[config.mk]
export PLATFORM = sky130hd
export DESIGN_NAME = left_shift_ctrl_flat
export DESIGN_NICKNAME = d
export VERILOG_FILES = /design/src/rtl/left_shift_ctrl_if.sv /design/src/rtl/left_shift_ctrl.sv /design/src/flat_wrapper.sv
export SDC_FILE = /design/constraint.sdc
export NUM_CORES = 1
export LEC_CHECK = 0
export ABC_AREA = 1
export CAP_MARGIN = 30
export CORE_ASPECT_RATIO = 0.9
export CORE_UTILIZATION = 25
export CTS_BUF_LIST = sky130_fd_sc_hd__clkbuf_8
export DETAILED_ROUTE_END_ITERATION = 7
export GPL_TIMING_DRIVEN = 1
export HOLD_SLACK_MARGIN = 0.12
export PLACE_DENSITY = 0.47
export SYNTH_ARGS = -nofsm -noshare
export SYNTH_HDL_FRONTEND = slang
export SYNTH_SLANG_ARGS = --single-unit
[constraint.sdc]
create_clock -name clk -period 1.9 [get_ports clk]
set_input_delay 0.19 -clock clk [delete_from_list [all_inputs] [get_ports clk]]
set_output_delay 0.19 -clock clk [all_outputs]
set_load 0.1 [all_outputs]
[src/rtl/left_shift_ctrl_if.sv]
// Word-in / bit-out bus between the producer, left_shift_ctrl and the serial consumer.
// The master drives the word and flow control; the slave answers with the serial stream.
interface left_shift_ctrl_if #(
    parameter int WIDTH = 4,
    parameter int CNT_W = 3
);
    logic             in_valid;
    logic             in_ready;
    logic [WIDTH-1:0] in_data;
    logic             stall;
    logic             abort;
    logic             ser_out;
    logic             shift_en;
    logic [CNT_W-1:0] bit_idx;
    logic             busy;
    logic             done;

    modport master (
        output in_valid, in_data, stall, abort,
        input  in_ready, ser_out, shift_en, bit_idx, busy, done
    );

    modport slave (
        input  in_valid, in_data, stall, abort,
        output in_ready, ser_out, shift_en, bit_idx, busy, done
    );
endinterface

[src/rtl/left_shift_ctrl.sv]
// Serialises a parallel word MSB-first, one bit per enabled clock, with stall,
// abort and a one-cycle completion pulse.
module left_shift_ctrl #(
    parameter int WIDTH = 4,
    parameter int CNT_W = 3
) (
    input  logic              clk,
    input  logic              rst,
    left_shift_ctrl_if.slave  bus
);
    typedef enum logic [1:0] {
        IDLE  = 2'd0,
        SHIFT = 2'd1,
        DONE  = 2'd2
    } state_t;

    localparam logic [CNT_W-1:0] LAST = CNT_W'(WIDTH - 1);

    state_t           state_q;
    logic [WIDTH-1:0] shreg_q, shreg_d;
    logic [CNT_W-1:0] cnt_q, cnt_d;
    logic             shift_en;

    // Abort outranks stall, and both only matter while a word is shifting.
    assign shift_en = (state_q == SHIFT) & ~bus.stall & ~bus.abort;
    assign shreg_d  = {shreg_q[WIDTH-2:0], 1'b0};
    assign cnt_d    = cnt_q + 1'b1;

    assign bus.in_ready = (state_q == IDLE);
    assign bus.busy     = (state_q != IDLE);
    assign bus.done     = (state_q == DONE);
    assign bus.shift_en = shift_en;
    assign bus.ser_out  = (state_q == SHIFT) ? shreg_q[WIDTH-1] : 1'b0;
    assign bus.bit_idx  = (state_q == SHIFT) ? cnt_q : '0;

    always_ff @(posedge clk or posedge rst) begin
        if (rst) begin
            state_q <= IDLE;
            shreg_q <= '0;
            cnt_q   <= '0;
        end else begin
            case (state_q)
                IDLE: begin
                    if (bus.in_valid) begin
                        shreg_q <= bus.in_data;
                        cnt_q   <= '0;
                        state_q <= SHIFT;
                    end
                end
                SHIFT: begin
                    if (bus.abort) begin
                        shreg_q <= '0;
                        cnt_q   <= '0;
                        state_q <= IDLE;
                    end else if (shift_en) begin
                        shreg_q <= shreg_d;
                        if (cnt_q == LAST) begin
                            cnt_q   <= '0;
                            state_q <= DONE;
                        end else begin
                            cnt_q <= cnt_d;
                        end
                    end
                end
                DONE: begin
                    state_q <= IDLE;
                end
                default: begin
                    state_q <= IDLE;
                    shreg_q <= '0;
                    cnt_q   <= '0;
                end
            endcase
        end
    end
endmodule
[src/flat_wrapper.sv]
// flat-port wrapper written by rule: the top's interface ports become plain ports
module left_shift_ctrl_flat 
#(
    parameter int WIDTH = 4,
    parameter int CNT_W = 3
)
  (clk, rst, bus_in_valid, bus_in_data, bus_stall, bus_abort, bus_in_ready, bus_ser_out, bus_shift_en, bus_bit_idx, bus_busy, bus_done);
  left_shift_ctrl_if #(.WIDTH(WIDTH), .CNT_W(CNT_W)) bus_i ();
  input  logic clk;
  input  logic rst;
  input wire logic [$bits(bus_i.in_valid)-1:0] bus_in_valid;
  input wire logic [$bits(bus_i.in_data)-1:0] bus_in_data;
  input wire logic [$bits(bus_i.stall)-1:0] bus_stall;
  input wire logic [$bits(bus_i.abort)-1:0] bus_abort;
  output wire logic [$bits(bus_i.in_ready)-1:0] bus_in_ready;
  output wire logic [$bits(bus_i.ser_out)-1:0] bus_ser_out;
  output wire logic [$bits(bus_i.shift_en)-1:0] bus_shift_en;
  output wire logic [$bits(bus_i.bit_idx)-1:0] bus_bit_idx;
  output wire logic [$bits(bus_i.busy)-1:0] bus_busy;
  output wire logic [$bits(bus_i.done)-1:0] bus_done;
  assign bus_i.in_valid = bus_in_valid;
  assign bus_i.in_data = bus_in_data;
  assign bus_i.stall = bus_stall;
  assign bus_i.abort = bus_abort;
  assign bus_in_ready = bus_i.in_ready;
  assign bus_ser_out = bus_i.ser_out;
  assign bus_shift_en = bus_i.shift_en;
  assign bus_bit_idx = bus_i.bit_idx;
  assign bus_busy = bus_i.busy;
  assign bus_done = bus_i.done;
  left_shift_ctrl #(.WIDTH(WIDTH), .CNT_W(CNT_W)) u_core (.clk(clk), .rst(rst), .bus(bus_i));
endmodule
# --- Word level (Yosys, flattened, before mapping) ---
# Index checks and enable logic that the tools add are counted.
word_totals:
  inputBits: 9
  romBits: 0
  n_memories: 0
  latchBits: 0
  regBits: 9
  ram_bits: 0
  elab_cells: 35
op_classes:
  n_eq_ne: 6
  n_reduce_logical: 4
  n_div: 0
  shift: 0
  multipliers: 0
  order_cmp: 0
  addsub: 1
  n_bitwise: 5
  muxes: 16
op_table:
  columns: ["cell", "count"]
  rows:
  - ["2-to-1 mux 3 bit", 5]
  - ["2-to-1 mux 4 bit", 3]
  - ["one-hot mux 4 bit (3 select lines)", 1]
  - ["one-hot mux 3 bit (3 select lines)", 1]
  - ["2-to-1 mux 2 bit", 4]
  - ["!= test 3 bit (second input constant)", 2]
  - ["AND reduction 3 bit", 2]
  - ["one-hot mux 2 bit (2 select lines)", 1]
  - ["adder 3 x 1 -> 3 bit (second input constant)", 1]
  - ["== test 3 x 2 -> 1 bit (second input constant)", 1]
  - ["inverter 1 bit", 3]
  - ["AND 1 bit", 2]
  - ["== test 2 x 1 -> 1 bit (second input constant)", 1]
  - ["== test 2 bit (second input constant)", 1]
  - ["logical NOT 2 bit", 1]
  - ["!= test 2 bit (second input constant)", 1]
  - ["nonzero test 2 bit", 1]
  - ["2-to-1 mux 1 bit", 1]

# --- Logic depth before layout (Yosys ltp) ---
# Gate-level depths: netlist (run 1).
logic_depth:
  ltp_word: 6
  ltp_mapped: 7
  ltp_nobuf: 7

# --- Worst setup path before layout (run 1) ---
# No wires, ideal clock.
synth_timing:
  path_kind: "reg-to-output"
  from: "register u_core.state_q[1]"
  to: "output bus_shift_en"
  t_arrival_ns: 1.894
  path_slack_ns: -0.184
  stages_incl_launch_ff: 4
  cell_sequence: "dfrtp_1 > inv_2 > nand3_1 > nor2_1"
synth_between:
  elab_chain_cells: 3
synth_rtl:
  columns: ["item", "line_no", "rtl"]
  rows:
  - ["start, declared", "left_shift_ctrl.sv:19", "state_t state_q;"]
  - ["start signal, assigned", "left_shift_ctrl.sv:38", "state_q <= IDLE;"]
  - ["start signal, assigned", "left_shift_ctrl.sv:47", "state_q <= SHIFT;"]
  - ["start signal, assigned", "left_shift_ctrl.sv:54", "state_q <= IDLE;"]
  - ["== test 2 x 1 -> 1 bit", "left_shift_ctrl.sv:25", "assign shift_en = (state_q == SHIFT) & ~bus.stall & ~bus.abort;"]
  - ["AND 1 bit (2 in series)", "left_shift_ctrl.sv:25", null]
  - ["end, declared", "flat_wrapper.sv:17", "output wire logic [$bits(bus_i.shift_en)-1:0] bus_shift_en;"]
# Every way passes these cells.

# --- Worst setup path in the final report (run 1) ---
layout_timing:
  from: "register u_core.state_q[0]"
  to: "output bus_bit_idx[0]"
layout_between:
  elab_chain_cells: 2
layout_rtl:
  columns: ["item", "line_no", "rtl"]
  rows:
  - ["== test 2 x 1 -> 1 bit", "left_shift_ctrl.sv:34", "assign bus.bit_idx = (state_q == SHIFT) ? cnt_q : '0;"]
  - ["2-to-1 mux 3 bit", "left_shift_ctrl.sv:34", null]
  - ["end, declared", "flat_wrapper.sv:18", "output wire logic [$bits(bus_i.bit_idx)-1:0] bus_bit_idx;"]
# Every way passes these cells.

==> results of run 1 <==
## layout by cell type (no fill, tap or decap)
cell type | Yosys | routed
nand2_1 | 29 | 29
inv_1 | 9 | 9
dfrtp_1 | 9 | 9
clkdlybuf4s50_1 | 0 | 8
buf_12 | 0 | 8
nor2_1 | 8 | 7
nand3_1 | 6 | 6
inv_2 | 3 | 3
o21ai_2 | 3 | 3
clkbuf_8 | 0 | 3
clkinv_2 | 1 | 2
o21ai_1 | 2 | 2
nor2_4 | 1 | 1
nand4_4 | 1 | 1
nand2_2 | 1 | 1
nor2_2 | 0 | 1
nand4_1 | 1 | 1
ha_1 | 1 | 1
## layer usage
layer  routed length (um)  GRT usage  share of wire  vias to the layer above
li1                     -          -              -                      272
met1                  547      0.143           0.48                      228
met2                  481      0.184           0.43                       21
met3                   89     0.0518          0.079                        2
met4                    9     0.0324         0.0080                        0
met5                    0          0              0                        -
## worst max-delay path, delay by kind of cell (launching register included)
family	cells	cell delay, ns
buffers and inverters	1	0.21
flip-flops	1	0.54
AND/OR/NAND/NOR	2	0.41
## registers in the layout, summed over array words and instances (netlist names)
signal and cells:
u_core.state_q 2, u_core.shreg_q 4, u_core.cnt_q 3
## how the worst max path moves through the flow
stage          slack [ns]                 to  cells past startpoint              start
2_1_floorplan       -0.16     bus_bit_idx[0]                      3  u_core.state_q[1]
3_3_place_gp         0.45  u_core.shreg_q[1]                      6          bus_stall
3_5_place_dp         0.45  u_core.shreg_q[1]                      6          bus_stall
4_1_cts              0.30     bus_bit_idx[0]                      3  u_core.state_q[0]
5_1_grt              0.21     bus_bit_idx[0]                      3  u_core.state_q[0]
6_report             0.31     bus_bit_idx[0]                      3  u_core.state_q[0]
## cell usage after synthesis
master	instances
nor2_4	1
inv_1	9
inv_2	3
buf_6	1
o21ai_1	2
nand4_1	1
nand2_1	29
ha_1	1
nand4_4	1
nor2_1	8
buf_4	1
nand3_1	6
clkinv_2	1
nand2_2	1
o21ai_2	3
dfrtp_1	9
## metrics by stage
step                      power [mW]  instance area [um2]  setup WS [ns]  setup TNS [ns]   util
final                           1.45                  858          0.314               0  0.427
after global routing            1.54                  858          0.213               0  0.427
after CTS                       1.47                  858          0.300               0  0.427
after detailed placement        1.23                  812          0.445               0  0.404
after global placement          1.24                  812          0.455               0  0.404
after floorplan                0.974                  559         -0.163          -0.716      -
## cell type report
cell class | count | share of cell area
clock buffer | 3 | 0.0481
clock inverter | 1 | 0.00583
inverter | 13 | 0.0583
multi-input combinational | 53 | 0.309
sequential | 9 | 0.262
tap | 25 | 0.0364
timing repair buffer | 16 | 0.280
## power by group through the flow
stage | sequential, mW | combinational [mW] | clock [mW]
after floorplan | 0.296 | 0.678 | 0
after global placement | 0.332 | 0.905 | 0
after detailed placement | 0.333 | 0.902 | 0
after CTS | 0.330 | 0.908 | 0.229
after global routing | 0.343 | 0.953 | 0.240
final | 0.332 | 0.897 | 0.224
## kinds of logic after synthesis
kind of cell    share of synthesized area
simple gates                        0.384
buf+inv                             0.124
flops                               0.405
compound gates                     0.0652
fa+ha+maj                          0.0225
==> summary.txt, run 1 <==
Critical path
  – Reg2Reg Depth: 5
  – Critical path type: reg2out
  – Reg2reg setup slack: 0.63 ns
  – Reg2reg end: u_core.shreg_q[1]
  – Slowest-stage cell, CP: dfrtp_1
  – Worst EP required: 1.71 ns
  – Largest fanout on the critical path: 7
  – Worst Setup End Kind: primary output
  – Startpoint Class: flop
  – WP data arrival: 1.40 ns
  – Worst path cell trace: nand2_1, nor2_1, buf_12
  – Max incr delay on CP: 0.54 ns
  – RR Startpoint: u_core.state_q[0]

Clock tree
  – CTS tree: built
  – H-tree Lvls: 1
  – Clock Sinks: 9
  – Post-CTS Setup Bufs: 0
  – Reg clk slew, reported paths: 0.05 ns
  – Clk buf depth: 2
  – Post-CTS sizing: 0
  – Worst-Skew Late Latency: 0.23 ns
  – Hold_buf cts: 0
  – CTS Buf Count: 3
  – Root buffer cell: clkbuf_8

Run status
  – Status: finished clean

Route
  – Per-cell routed wire length: 9.40 um
  – Routed Antenna Nets: 0
  – Post-Route WL: 1130 um
  – Remaining routing DRC violations: 0
  – Routed vias: 523
  – Vias per inst: 4.36
  – 1st-iter DRT viols: 17
  – First-pass DRT Iterations: 5

Yosys
  – Mapped Nets: 87
  – Distinct cells, synth: 16
  – Largest area contributor in the netlist: dfrtp_1
  – Mapped Cells: 77
  – Top post-synthesis cells by area: dfrtp_1, nand2_1, inv_1, nand3_1, nor2_1
  – Syn Area/Cell: 7.23 um2
  – Post-synthesis sequential area ratio: 0.404
  – Yosys warns: 0
  – Syn Std Cell Area: 557 um2
  – Share of the synthesized area in the top cell type: 0.404
  – Post-synthesis register bit count: 9

GRT
  – Global-route wire length before repair: 1960 um
  – Largest net degree at the start of global routing: 13
  – All-Layer GR Usage: 0.115
  – Total gr overflow: 0
  – Initial antenna violation count: 0
  – Vias in the first global route: 464

Timing
  – Measured slew at the worst slew-check pin: 0.364 ns
  – Max Slew Vio Count: 0
  – Clock Skews: 0.00593 ns
  – Peak Freq: 631 MHz
  – Tmin final: 1.59 ns
  – Final Hold Viols: 0
  – Number of setup violations in the final report: 0
  – Fin crit share: 0.835
  – Relative slew slack: 0.757
  – Unrepaired setup endpoints after global routing: no
  – Hold slack: 0.229 ns

Finish
  – Register area: 225 um2
  – Multi-input logic area: 265 um2
  – Nets: 106
  – Fill cells: 199
  – Area Overhead vs Synth: 54.2%
  – Finished Layout Cells: 120
  – Inserted Diodes: 0
  – Share of post-route cells with drive strength above 1: 0.242

Power and ir drop
  – Leakage power: 0.425 nW
  – Max VDD drop: 0.000980 V
  – Switching Share: 0.519
  – Cell-internal power: 0.698 mW
  – Psw: 0.754 mW
  – Gate power share: 0.617
  – Sequential share of power: 0.229
  – Clk pwr share: 0.154
  – P per Cell Area: 1690 mW/mm2

Placement
  – Gpl congestion: 0.743
  – Cells after DPL: 116
  – I/O Buffers: 16
  – Hpwl dp: 875 um

Floorplanning
  – Die area: 0.00242 mm2
  – Die height: 46.8 um
  – Core area: 0.00201 mm2
  – Starting Density: 0.277
  – FP Rows: 15
  – Die W: 51.7 um
  – I/O pins: 17

Run
  – Max-cap violations: 0

Worst hold path
  – HP Class: in2async
Power figures use the tool's default switching activity.
==> run 2: changes to the inputs <==
Settings changed: PLACE_DENSITY 0.47 to 0.49.
Clock period 1.9 ns to 1.36 ns, I/O delays scaled along.
==> summary.txt, run 2 (synthesis results as in run 1) <==
Run status
  – Status: finished clean (unchanged)

Placement
  – Place WS: -0.0548 ns (was 0.445 ns)
  – Hpwl dp: 872 um (was 875 um)
  – I/O Buffers: 16 (unchanged)
  – Placed instance area: 852 um2 (was 812 um2)
  – Gpl congestion: 0.707 (was 0.743)

Timing
  – Final Hold Viols: 0 (unchanged)
  – Setup tns final: 0 ns (unchanged)
  – Hold slack: 0.175 ns (was 0.229 ns)
  – Fin crit share: 0.978
  – Relative slew slack: 0.772 (was 0.757)
  – Unrepaired setup endpoints after global routing: yes (was no)
  – Clock Skews: 0.00240 ns (was 0.00593 ns)
  – Measured slew at the worst slew-check pin: 0.341 ns (was 0.364 ns)
  – Tmin final: 1.33 ns
  – Number of setup violations in the final report: 0 (unchanged)
  – Peak Freq: 752 MHz
  – Max Slew Vio Count: 0 (unchanged)
  – Final worst slack: 0.0297 ns (was 0.314 ns)

Route
  – Remaining routing DRC violations: 0 (unchanged)
  – Vias per inst: 4.10 (was 4.36)
  – Routed vias: 504 (was 523)
  – Per-cell routed wire length: 9.14 um (was 9.40 um)
  – Routed Antenna Nets: 0 (unchanged)
  – First-pass DRT Iterations: 1 (was 5)
  – Post-Route WL: 1120 um (was 1130 um)
  – 1st-iter DRT viols: 0 (was 17)

Finish
  – Biggest register: u_core.shreg_q (unchanged)
  – Inserted Diodes: 0 (unchanged)
  – Final design utilization: 0.472 (was 0.427)
  – Largest register FFs: 4 (unchanged)
  – Area Overhead vs Synth: 70.1% (was 54.2%)
  – Most common cell after layout, fill and taps aside: nand2_1 (unchanged)
  – Largest registers: u_core.shreg_q (4), u_core.cnt_q (3), u_core.state_q (2) (unchanged)
  – Post-route cell area: 947 um2 (was 858 um2)
  – Share of post-route cells with drive strength above 1: 0.347 (was 0.242)
  – Nets: 109 (was 106)
  – Most frequent cells in the layout: nand2_1, inv_1, clkdlybuf4s50_1, buf_12, dfrtp_1 (was nand2_1, inv_1, dfrtp_1, clkdlybuf4s50_1, buf_12)

Floorplanning
  – I/O pins: 17 (unchanged)
  – Die height: 46.8 um (unchanged)
  – FP Rows: 15 (unchanged)
  – Die W: 51.7 um (unchanged)
  – Die area: 0.00242 mm2 (unchanged)
  – Starting Density: 0.277 (unchanged)
  – Core area: 0.00201 mm2 (unchanged)

Clock tree
  – CTS Buf Count: 3 (unchanged)
  – Root buffer cell: clkbuf_8 (unchanged)
  – Worst-Skew Late Latency: 0.23 ns (about the same)
  – Reg clk slew, reported paths: 0.04 ns (was 0.05 ns)
  – CTS tree: built (unchanged)
  – Clock Sinks: 9 (unchanged)
  – Clk buf depth: 2 (unchanged)
  – Hold_buf cts: 0 (unchanged)
  – H-tree Lvls: 1 (unchanged)

Power and ir drop
  – Max VDD drop: 0.00153 V (was 0.000980 V)
  – P per Cell Area: 2310 mW/mm2 (was 1690 mW/mm2)
  – Leakage power: 0.444 nW (was 0.425 nW)

GRT
  – Vias in the first global route: 441 (was 464)
  – Total gr overflow: 0 (unchanged)
  – Largest net degree at the start of global routing: 13 (unchanged)
  – All-Layer GR Usage: 0.106 (was 0.115)
  – Initial antenna violation count: 0 (unchanged)
  – Global-route wire length before repair: 1880 um (was 1960 um)

Critical path
  – Largest fanout on the critical path: 7 (unchanged)
  – Slowest-stage cell, CP: dfrtp_2 (was dfrtp_1)
  – Startpoint Class: flop (unchanged)
  – Worst EP required: 1.22 ns (was 1.71 ns)
  – CP startpoint: u_core.state_q[0] (unchanged)
  – Critical path buffers and inverters: 2 (was 1)
  – Worst path cell trace: nor2_4, inv_1, buf_12 (was nand2_1, nor2_1, buf_12)
  – Max incr delay on CP: 0.50 ns (was 0.54 ns)
  – CP top delay family: flip-flops (unchanged)
  – Worst Setup End Kind: primary output (unchanged)
  – WP data arrival: 1.19 ns (was 1.40 ns)
  – Critical path type: reg2out (unchanged)
  – RR Startpoint: u_core.state_q[1] (was u_core.state_q[0])

Worst hold path
  – HP Class: in2async (unchanged)

Run
  – Max-cap violations: 0 (unchanged)
==> run 2: changes by cell type in the layout (fill, tap and decap cells not counted), sizes merged <==
cell    change
buf         +3
inv         +1
clkinv      -1
==> run 2: per-layer routing <==
metal	share of wire	up-vias	track usage
li1	-	278	-
met5	0	-	0
met1	0.49	215	0.151
met4	0	0	0.0324
met2	0.48	11	0.171
met3	0.028	0	0.00971
==> run 2: layout make-up <==
class	instances	area [um2]
Multi-Input combinational cell	53	328
Tap cell	25	31.3
Sequential cell	9	228
Fill cell	193	1060
Clock buffer	3	41.3
Clock inverter	1	3.75
Inverter	13	52.6
Timing Repair Buffer	19	263
==> run 2: per-stage QoR <==
step           total power [mW]  std cells
6_report                   2.19        123
5_1_grt                    2.32        123
4_1_cts                    2.19        123
3_5_place_dp               1.81        117
3_3_place_gp               1.81        117
2_1_floorplan              1.44         77
==> run 2: power by group <==
| part | internal, mW | leakage [nW] | total, mW | switching, mW |
|---|---|---|---|---|
| logic | 0.484 | 0.301 | 1.41 | 0.931 |
| registers | 0.368 | 0.116 | 0.482 | 0.114 |
| clock network | 0.196 | 0.0269 | 0.292 | 0.0962 |
| total | 1.05 | 0.444 | 2.19 | 1.14 |
==> run 2: final timing paths <==
path | to | slack [ns] | cells after the start
hold / removal | u_core.cnt_q[2] | 0.18 | 2
max in group asynchronous | u_core.state_q[1] | 0.91 | 2
setup reg to reg | u_core.shreg_q[2] | 0.09 | 7
hold reg to reg | u_core.shreg_q[1] | 0.47 | 2
min in group clk | u_core.shreg_q[0] | 0.47 | 3
setup / recovery | bus_busy | 0.03 | 3
==> run 2: timing repair <==
| item | 4_1_cts | 5_1_grt |
|---|---|---|
| gates resized for setup | 7 | 2 |
| endpoints found under the hold margin | 0 | 0 |
| setup endpoints to repair | 7 | 4 |
| pin swaps | 2 | 1 |
| buffers inserted | 2 | 0 |
==> run 3: changes to the inputs <==
--- a/config.mk
+++ b/config.mk
@@ -16,2 +16,3 @@
 export PLACE_DENSITY = 0.49
+export SLEW_MARGIN = 10
 export SYNTH_ARGS = -nofsm -noshare
@@ -19 +20,2 @@
 export SYNTH_SLANG_ARGS = --single-unit
+export TNS_END_PERCENT = 1
==> constraint.sdc (replaced) <==
create_clock -name clk -period 1.36 [get_ports clk]
set_input_delay 0.408 -clock clk [delete_from_list [all_inputs] [get_ports clk]]
set_output_delay 0.408 -clock clk [all_outputs]
set_load 0.1 [all_outputs]
==> summary.txt, run 3 (synthesis results as in run 1) <==
Run status
  – Status: complete, but fails checks (was finished clean)
  – Failing checks: negative setup slack

Critical path
  – Largest fanout on the critical path: 4 (was 7)
  – Worst Setup End Kind: primary output (unchanged)
  – Worst EP required: 0.95 ns (was 1.22 ns)
  – Critical path type: reg2out (unchanged)
  – Startpoint Class: flop (unchanged)
  – WP data arrival: 1.19 ns (about the same)

Route
  – 1st-iter DRT viols: 13 (was 0)
  – First-pass DRT Iterations: 4 (was 1)
  – Vias per inst: 4.23 (was 4.10)
  – Length of routed met3 wiring: 61 um (was 31 um)
  – Routed Antenna Nets: 0 (unchanged)
  – WL met1: 587 um (was 555 um)
  – Highest metal used: met4 (was met3)
  – Post-Route WL: 1280 um (was 1120 um)
  – Per-cell routed wire length: 9.64 um (was 9.14 um)
  – Remaining routing DRC violations: 0 (unchanged)
  – Metal2 WL: 628 um (was 537 um)
  – Routed vias: 562 (was 504)

Timing
  – Peak Freq: 625 MHz (was 752 MHz)
  – Max Slew Vio Count: 0 (unchanged)
  – Number of setup violations in the final report: 8 (was 0)
  – Final worst slack: -0.239 ns (was 0.0297 ns)
  – Relative slew slack: 0.766 (was 0.772)
  – Clock Skews: 0.00335 ns (was 0.00240 ns)
  – Final Hold Viols: 0 (unchanged)
  – Unrepaired setup endpoints after global routing: yes (unchanged)
  – Tmin final: 1.60 ns (was 1.33 ns)
  – Fin crit share: 1.18 (was 0.978)
  – Measured slew at the worst slew-check pin: 0.350 ns (was 0.341 ns)

Floorplanning
  – Starting Density: 0.277 (unchanged)
  – Die height: 46.8 um (unchanged)
  – Core area: 0.00201 mm2 (unchanged)
  – FP Rows: 15 (unchanged)
  – I/O pins: 17 (unchanged)
  – Die area: 0.00242 mm2 (unchanged)
  – Die W: 51.7 um (unchanged)

Worst hold path
  – HP Class: in2async (unchanged)

Power and ir drop
  – Switching Share: 0.501 (was 0.521)
  – Clk pwr share: 0.128 (was 0.133)
  – P per Cell Area: 2310 mW/mm2 (about the same)
  – Psw: 1.20 mW (was 1.14 mW)
  – Sequential share of power: 0.193 (was 0.220)
  – Cell-internal power: 1.19 mW (was 1.05 mW)
  – Leakage power: 0.497 nW (was 0.444 nW)
  – Max VDD drop: 0.00142 V (was 0.00153 V)
  – Total power: 2.39 mW (was 2.19 mW)
  – Gate power share: 0.679 (was 0.646)

Clock tree
  – Worst-Skew Late Latency: 0.23 ns (about the same)
  – Hold_buf cts: 0 (unchanged)
  – Root buffer cell: clkbuf_8 (unchanged)
  – CTS Buf Count: 3 (unchanged)
  – Clock Sinks: 9 (unchanged)
  – H-tree Lvls: 1 (unchanged)
  – CTS tree: built (unchanged)
  – Clk buf depth: 2 (unchanged)
  – Reg clk slew, reported paths: 0.05 ns (was 0.04 ns)

Finish
  – Share of post-route cells with drive strength above 1: 0.426 (was 0.347)
  – Area Overhead vs Synth: 85.4% (was 70.1%)
  – Inserted Diodes: 0 (unchanged)
  – Most frequent cells in the layout: nand2_1, buf_4, inv_1, buf_12, dfrtp_1 (was nand2_1, inv_1, clkdlybuf4s50_1, buf_12, dfrtp_1)
  – Most common cell after layout, fill and taps aside: nand2_1 (unchanged)
  – Largest registers: u_core.shreg_q (4), u_core.cnt_q (3), u_core.state_q (2) (unchanged)
  – Biggest register: u_core.shreg_q (unchanged)
  – Nets: 119 (was 109)
  – Largest register FFs: 4 (unchanged)
  – Post-route cell area: 0.00103 mm2 (was 947 um2)

GRT
  – Initial antenna violation count: 0 (unchanged)
  – Total gr overflow: 0 (unchanged)
  – Global-route wire length before repair: 2040 um (was 1880 um)
  – All-Layer GR Usage: 0.120 (was 0.106)
  – Largest net degree at the start of global routing: 13 (unchanged)
  – Vias in the first global route: 464 (was 441)

Placement
  – I/O Buffers: 16 (unchanged)
  – Gpl congestion: 0.792 (was 0.707)
  – Hpwl dp: 939 um (was 872 um)
  – Placed instance area: 907 um2 (was 852 um2)

Run
  – Max-cap violations: 0 (unchanged)
run 3: cell types whose count changed in the layout (fill, tap and decap cells not counted), moves of 2 or more:
cell | before | now
clkdlybuf4s50_1 | 8 | 6
dlygate4sd2_1 | 0 | 2
inv_1 | 10 | 8
inv_2 | 2 | 5
buf_6 | 0 | 2
buf_4 | 3 | 11
run 3: final timing paths:
kind	from	to	slack, ns	cells after the start
setup / recovery	u_core.state_q[1]	bus_ser_out	-0.24	4
hold / removal	rst	u_core.shreg_q[3]	0.44	2
setup reg to reg	u_core.state_q[1]	u_core.shreg_q[0]	0.10	6
hold reg to reg	u_core.shreg_q[3]	u_core.shreg_q[3]	0.48	2
max in group asynchronous	rst	u_core.state_q[0]	0.64	2
min in group clk	u_core.shreg_q[3]	u_core.shreg_q[3]	0.48	2
run 3: area by class of cell:
cell class | instances | area, um2
Fill cell | 183 | 976
Timing Repair Buffer | 29 | 343
Multi-Input combinational cell | 53 | 337
Sequential cell | 9 | 226
Inverter | 13 | 50.0
Clock buffer | 3 | 41.3
Tap cell | 25 | 31.3
Clock inverter | 1 | 3.75
run 3: per-layer routing:
layer | global-route usage | vias up
met4 | 0.0324 | 0
li1 | - | 296
met5 | 0 | -
met2 | 0.187 | 11
met3 | 0.0485 | 2
met1 | 0.156 | 253
run 3: worst max-delay path, cell delays in order, from the launching register on:
cell and delay (ns):
dfrtp_1 0.41, inv_2 0.14, nand2_4 0.11, nor2_4 0.12
buf_12 0.18
run 3: power groups by stage:
stage	combinational [mW]	sequential, mW	clock, mW
floorplan	0.973	0.413	0
global placement	1.47	0.441	0
detailed placement	1.48	0.441	0
CTS	1.62	0.461	0.311
global route	1.73	0.472	0.336
finish	1.62	0.462	0.305
run 3: timing repair:
action | CTS | global route
setup buffers | 2 | 0
endpoints found under the setup margin | 15 | 17
gates resized for setup | 17 | 2
pin swaps | 2 | 4
run 3: per-stage QoR:
stage | setup slack (ns) | instances | util | hold WS (ns) | TNS (ns)
after floorplan | -0.724 | 77 | - | 0.236 | -4.18
after global placement | -0.348 | 127 | 0.452 | 0.464 | -2.67
after detailed placement | -0.358 | 127 | 0.452 | 0.466 | -2.74
after CTS | -0.240 | 133 | 0.510 | 0.461 | -1.86
after global routing | -0.292 | 133 | 0.514 | 0.476 | -2.22
final | -0.239 | 133 | 0.514 | 0.443 | -1.79
